--- config.mk ---
export PLATFORM = sky130hd
export DESIGN_NAME = crono_countdown
export DESIGN_NICKNAME = d
export VERILOG_FILES = /design/src/rtl/crono_countdown.sv
export SDC_FILE = /design/constraint.sdc
export NUM_CORES = 1
export LEC_CHECK = 0
export BUFFER_PORTS_ARGS = -buffer_cell sky130_fd_sc_hd__buf_2
export CORE_MARGIN = 2
export CORE_UTILIZATION = 30
export DETAILED_ROUTE_END_ITERATION = 8
export GPL_TIMING_DRIVEN = 0
export PLACE_DENSITY = 0.58
export SYNTH_ARGS = -nofsm -noshare
export SYNTH_HDL_FRONTEND = slang
export SYNTH_SLANG_ARGS = --single-unit
--- constraint.sdc ---
create_clock -name clk -period 2.8 [get_ports clk]
set_input_delay 0.14 -clock clk [delete_from_list [all_inputs] [get_ports clk]]
set_output_delay 0.14 -clock clk [all_outputs]
set_load 0.005 [all_outputs]
--- src/rtl/crono_countdown.sv ---
// BCD hh:mm:ss countdown engine: loads from the setter, decrements once per tick,
// and holds an alarm for a bounded number of ticks once the count reaches zero.
module crono_countdown #(
    parameter int unsigned TICK_DIV   = 100_000_000,
    parameter int unsigned ALARM_SECS = 10
) (
    input  logic       clk,
    input  logic       reset,
    input  logic       EN_CFG,
    input  logic [7:0] HCcr,
    input  logic [7:0] MCcr,
    input  logic [7:0] SCcr,
    input  logic       BTstart,
    input  logic       BTclr,
    output logic [7:0] HCnt,
    output logic [7:0] MCnt,
    output logic [7:0] SCnt,
    output logic       running,
    output logic       alarm
);
    localparam int unsigned DW = (TICK_DIV > 2) ? $clog2(TICK_DIV) : 1;
    localparam int unsigned AW = (ALARM_SECS > 1) ? $clog2(ALARM_SECS) : 1;
    localparam logic [DW-1:0] DIV_MAX = DW'(TICK_DIV - 1);
    localparam logic [AW-1:0] ALM_MAX = AW'(ALARM_SECS - 1);

    typedef enum logic [1:0] {IDLE, RUN, PAUSE, ALARM} state_t;

    state_t        state_q, state_d;
    logic [DW-1:0] div_q, div_d;
    logic [AW-1:0] alm_q, alm_d;
    logic [23:0]   cnt_q, cnt_d;
    logic          start_ref_q, clr_ref_q;
    logic          start_edge, clr_edge, tick;
    logic [23:0]   load_val, dec_val;

    function automatic logic [7:0] ms_ok(input logic [7:0] v);
        return (v[7:4] > 4'd5 || v[3:0] > 4'd9) ? 8'h00 : v;
    endfunction

    function automatic logic [7:0] hr_ok(input logic [7:0] v);
        return (v[7:4] > 4'd2 || v[3:0] > 4'd9 || (v[7:4] == 4'd2 && v[3:0] > 4'd3)) ? 8'h00 : v;
    endfunction

    // Ripple a single borrow from seconds units up to hours tens.
    function automatic logic [23:0] bcd_dec(input logic [23:0] c);
        logic [23:0] r;
        logic        b;
        r = c;
        b = 1'b1;
        for (int i = 0; i < 5; i++) begin
            if (b) begin
                if (r[i*4 +: 4] == 4'd0) r[i*4 +: 4] = (i % 2 == 1) ? 4'd5 : 4'd9;
                else begin
                    r[i*4 +: 4] = r[i*4 +: 4] - 4'd1;
                    b = 1'b0;
                end
            end
        end
        if (b && r[23:20] != 4'd0) r[23:20] = r[23:20] - 4'd1;
        return r;
    endfunction

    assign start_edge = BTstart & ~start_ref_q;
    assign clr_edge   = BTclr & ~clr_ref_q;
    assign load_val   = {hr_ok(HCcr), ms_ok(MCcr), ms_ok(SCcr)};
    assign dec_val    = bcd_dec(cnt_q);

    always_ff @(posedge clk) begin
        if (reset) begin
            state_q     <= IDLE;
            div_q       <= '0;
            alm_q       <= '0;
            cnt_q       <= '0;
            start_ref_q <= 1'b0;
            clr_ref_q   <= 1'b0;
        end else begin
            state_q     <= state_d;
            div_q       <= div_d;
            alm_q       <= alm_d;
            cnt_q       <= cnt_d;
            start_ref_q <= BTstart;
            clr_ref_q   <= BTclr;
        end
    end

    always_comb begin
        state_d = state_q;
        div_d   = div_q;
        alm_d   = alm_q;
        cnt_d   = cnt_q;
        tick    = 1'b0;
        if (state_q == RUN || state_q == ALARM) begin
            if (div_q == DIV_MAX) begin
                div_d = '0;
                tick  = 1'b1;
            end else begin
                div_d = div_q + 1'b1;
            end
        end
        case (state_q)
            IDLE: begin
                div_d = '0;
                if (EN_CFG || clr_edge) cnt_d = load_val;
                else if (start_edge && cnt_q != 24'h0) state_d = RUN;
            end
            RUN: begin
                if (EN_CFG) state_d = IDLE;
                else if (clr_edge) begin
                    cnt_d   = load_val;
                    div_d   = '0;
                    state_d = IDLE;
                end else begin
                    if (tick) cnt_d = dec_val;
                    if (tick && dec_val == 24'h0) begin
                        state_d = ALARM;
                        alm_d   = '0;
                    end else if (start_edge) begin
                        state_d = PAUSE;
                    end
                end
            end
            PAUSE: begin
                if (EN_CFG) state_d = IDLE;
                else if (clr_edge) begin
                    cnt_d   = load_val;
                    div_d   = '0;
                    state_d = IDLE;
                end else if (start_edge) state_d = RUN;
            end
            ALARM: begin
                if (EN_CFG) state_d = IDLE;
                else if (clr_edge) begin
                    cnt_d   = load_val;
                    div_d   = '0;
                    state_d = IDLE;
                end else if (start_edge) state_d = IDLE;
                else if (tick) begin
                    if (alm_q == ALM_MAX) state_d = IDLE;
                    else alm_d = alm_q + 1'b1;
                end
            end
            default: state_d = IDLE;
        endcase
    end

    always_comb begin
        HCnt    = cnt_q[23:16];
        MCnt    = cnt_q[15:8];
        SCnt    = cnt_q[7:0];
        running = (state_q == RUN);
        alarm   = (state_q == ALARM);
    end
endmodule

Yosys cells after proc, flatten, opt, wreduce, memory -nomap -nowiden
Index checks and enable logic that the tools add are counted. W data, S select, Z words.

Register bits after elaboration: 59. Latch bits: 0. Memory bits (writable): 0. Memory bits (read-only): 0. Word-level logic and storage cells: 134. Memories: 0.

Add/sub/neg operators: 8. $mul: 0. Div/mod/pow operators: 0. Magnitude comparators: 7. Equal/unequal tests: 24. Shift-type cells: 0. Multiplexer cells: 60. Bitwise logic cells: 4. Reduce and logical (&&, ||, !) cells: 25.

Operator list (count): $mux W24 (6); $mux W27 (4); $mux W4 (18); $pmux W24 S3 (1); $pmux W27 S2 (1); $mux W2 (14); $add A27 B1 Y27 const B (1); $eq A27 B27 Y1 const B (1); $logic_not A24 Y1 (1); $mux W8 (3); $reduce_bool A24 Y1 (1); $sub A4 B1 Y4 const B (6); $logic_not A4 Y1 (5); $ne A2 B2 Y1 const B (10); $ne A5 B2 Y1 const B (3); $gt A4 B4 Y1 const B (3); $mux W1 (11); $reduce_and A9 Y1 (1); $gt A4 B2 Y1 const B (2); $gt A4 B3 Y1 const B (2); $pmux W2 S4 (1); $pmux W4 S2 (1); $logic_or A1 B1 Y1 (6); $ne A2 B1 Y1 const B (3); 17 further kinds (23).

Longest topological paths before layout
Word-level depth: 14. Mapped depth: 10. Depth with buffers taken out: 8.

Worst setup path after synthesis
OpenSTA, ideal clock, no wires.

Path kind: flip-flop to flip-flop. Start: register cnt_q[2]. End: register alm_q[1]. Arrival time: 2470 ps. Data required time: 2677 ps. Path slack: 207 ps. Stages on the path, launching flop included: 7. Path buffers: 0. Period minus slack after synthesis: 2593 ps. Cells stage by stage: dfxtp_1 or4_4 nor4_4 a41oi_1 or4b_4 o31ai_4 mux2_1.

Word-level cells in the longest chain between the ends: 12.

Ends and longest elaborated chain: from (decl) (line 31) `logic [23:0] cnt_q, cnt_d;`; from (signal assigned) (line 80) `cnt_q <= cnt_d;`; $logic_not A4 Y1 (line 52) `if (r[i*4 +: 4] == 4'd0) r[i*4 +: 4] = (i % 2 == 1) ? 4'd5 : 4'd9;`; $mux W1 (line 52); $mux W1 (4 in a row) (line 51) `if (b) begin`; $logic_and A1 B1 Y1 (line 59) `if (b && r[23:20] != 4'd0) r[23:20] = r[23:20] - 4'd1;`; $mux W4 (line 59); $logic_not A24 Y1 (*) (line 114) `if (tick && dec_val == 24'h0) begin`; $logic_and A1 B1 Y1 (*) (line 114); $ne A2 B1 Y1 (no line) (*); $reduce_and A9 Y1 (no line) (*); to (signal assigned) (line 79) `alm_q <= alm_d;`; to (decl) (line 30) `logic [AW-1:0] alm_q, alm_d;`.

Mark *: on every way between the ends. The rest lies on a longest branch, timed or not. A chain may end at the register's enable or synchronous reset.

Worst setup path in the final report
Ends and elaborated chain as after synthesis.

==> reports/metrics.cfg <==
[final_layout]
fin_util_pct=37.84
final_cell_area_um2=4120
antenna-diode-count=0
drive_above_1_share_pct=20.87
area_growth_pct=22.55
nets=531

[power]
ir_drop_uv=275.4
switching_share_pct=27.01
p_clk_share_pct=42.9
power_w=0.002094
p_comb_share_pct=14.9
p_int_w=0.001528
powerDensity_nw_per_um2=508.2
leakagePower_nw=1.486
p_sw_w=0.0005655
pwr-share-seq_pct=42.2

[run_status]
status=finished clean

[synth]
synth_commonest_cells=nor2_1, dfxtp_1, nand2_1
synth_top_area_cell=dfxtp_1
syn_area_per_cell_um2=7.800
synth_ff_type=dfxtp_1
ys_types=59
syn-cell-area_um2=3362
yosysWarnings=0
synth_top_area_share_pct=35.13
synth_nets=464
syn_inst=431
yosysMostFrequentCell=nor2_1
synth_edf_count=0
synth.area.top_cells=dfxtp_1, nor2_1, nand3_1
async_flop_share_pct=0
synth-seq-cells=59
yosysSeqAreaShare_pct=35.13

[sta]
finalMaxSlewViolations=0
finalCriticalPeriod_ns=2.735
finalClockSkew_ns=0.01054
worst_pin_slew_ns=0.8344
grt_setup_unrepaired=true
post-route-period-util_pct=97.67
final_hold_viol_count=0
setup_viol=0
slew_headroom_pct=43.86
fmax_ghz=0.3657

[detailed_routing]
wire_per_inst_um=15.29
vias=3432
post-route-drc-count=0
first_iter_violations=255
routed_wl_um=9834
ant_nets=0
vias_per_cell=5.337
first_pass_iters=5

[cts]
cts_inserted_buffers=9
cts_tree=done
cts_max_level=3
cts.sinks=59
holdBufCountCts=0
clock_latency_ns=0.35
cts-root-buf=clkbuf_8
cts_buffer_depth=2
clkTransAtPathRegs_ns=0.08

[critical_path]
cp_max_fo=8
critPathKind=flop to flop
cp-start-kind=flop
cpMaxStageDelayCell=or4_4
reg2regPathDepth=6
reg2reg_slack_ns=0.07
r2r_end=alm_q[1]
crit_family=simple AND/OR/NAND/NOR gates
cp.depth=6
cpMostUsedCell=or4_4
cp.required_ns=3.04
crit_buf_inv=0
cpPeakStageDelay_ns=0.59
cp-end-kind=flop
cp.arrival_ns=2.98
reg2reg_from=cnt_q[2]
cp_cell_sequence=or4_4, or4_4, mux2i_2, nand3_2, o31ai_4, mux2_1

[floorplan]
rows=38
die_area_um2=12070
core_um2=10890
start_util_pct=30.88
ios=55
fp.dieH_um=109.9
die_w_um=109.9

[placed_design]
io_buffers=53
place_congestion=0.9237
place_hpwl_um=7234
dpl_cell_area_um2=3802

[worst_hold_path]
hp-start=BTclr
min_delay_path_depth=2
worstHoldPathType=input pin to flop
hold_path_end=clr_ref_q

[flow_run]
cap_violations=0

[grt]
track_usage_pct=16.75
grt_pass1_vias=3067
grt_pass1_wl_um=15480
grt_max_degree=11
grt_overflow=0
antenna_found_initial=0

## metal layers
metal  share of wire [%]  up-vias  wire (µm)  track usage (%)
met5                   0        -          0                0
met4                 1.2        0        116            5.606
met3                 7.1       11        695            4.979
met2                  44      121       4345            24.45
met1                  48     1601       4676            23.34
li1                    -     1699          -                -
## cell usage in the layout (no fill, tap or decap), types with 5 or more instances in the layout
master    Yosys  final
buf_2         4     54
nand2b_1      6      6
clkbuf_8      0     11
xnor2_1      11     11
nand4_1      12     12
inv_1        16     16
or4_4         2      5
clkbuf_1     15     13
o21ai_0      20     20
dfxtp_1      59     56
nor4_1       10      9
a211oi_1     11     11
nor2b_1       5      5
nand2_1      27     27
and3_1        6      6
xor2_1       14     14
a21oi_1      21     21
nand3_1      26     25
nor3_1       22     22
nor2_1       65     65
## final cells by class
cell class	count	area (µm²)
fill	1139	6768
multi-input combinational	334	2087
sequential	59	1185
timing repair buffer	56	287.8
tap	140	175.2
clock buffer	11	151.4
buffer	22	98.84
clock inverter	5	75.07
inverter	16	60.06
## logic make-up after synthesis
logic type / after synthesis / synth area share, %
simple gates: 211 / 32.64
compound gates: 87 / 17.57
flops: 59 / 35.13
buf+inv: 38 / 4.429
xor+xnor: 25 / 6.513
mux: 7 / 2.233
fa+ha+maj: 4 / 1.489
## worst max-delay path by stage
stage / start / to / slack (ns)
finish: cnt_q[2] / alm_q[1] / 0.07
CTS: cnt_q[2] / alm_q[1] / -0.0001
floorplan: cnt_q[2] / alm_q[1] / 0.21
global placement: cnt_q[5] / alm_q[1] / -0.07
global route: div_q[9] / div_q[19] / -0.02
detailed placement: cnt_q[5] / alm_q[1] / -0.12
## power groups by stage
stage               Sequential [W]  Combinational, W  Clock [W]
global placement          0.000902          0.000289          0
finish                    0.000885          0.000311   0.000898
floorplan                 0.000898          0.000192          0
global route              0.000887          0.000339   0.000962
CTS                       0.000884          0.000299   0.000917
detailed placement        0.000902          0.000291          0
## metrics by stage
step	setup TNS [ns]	instances	setup WS, ns	hold WS [ns]
floorplan	0	431	0.2068	0.2682
global placement	-0.1824	624	-0.07009	0.3673
detailed placement	-0.2136	624	-0.1165	0.3873
CTS	-0.0001257	641	-0.0001257	0.01830
global route	-0.1076	643	-0.02238	0.03139
finish	0	643	0.06527	0.02683
## timing repair
| action | CTS | global route |
|---|---|---|
| pin swaps | 1 | 2 |
| endpoints found under the setup margin | 11 | 45 |
| resized for setup | 4 | 17 |
| setup buffers | 1 | 2 |
## sequential cells by signal (all words and copies together) (netlist names)
register / count
start_ref_q: 1
clr_ref_q: 1
cnt_q: 24
alm_q: 4
div_q: 27
state_q: 2
No activity file was read; power rests on OpenSTA's default activity.
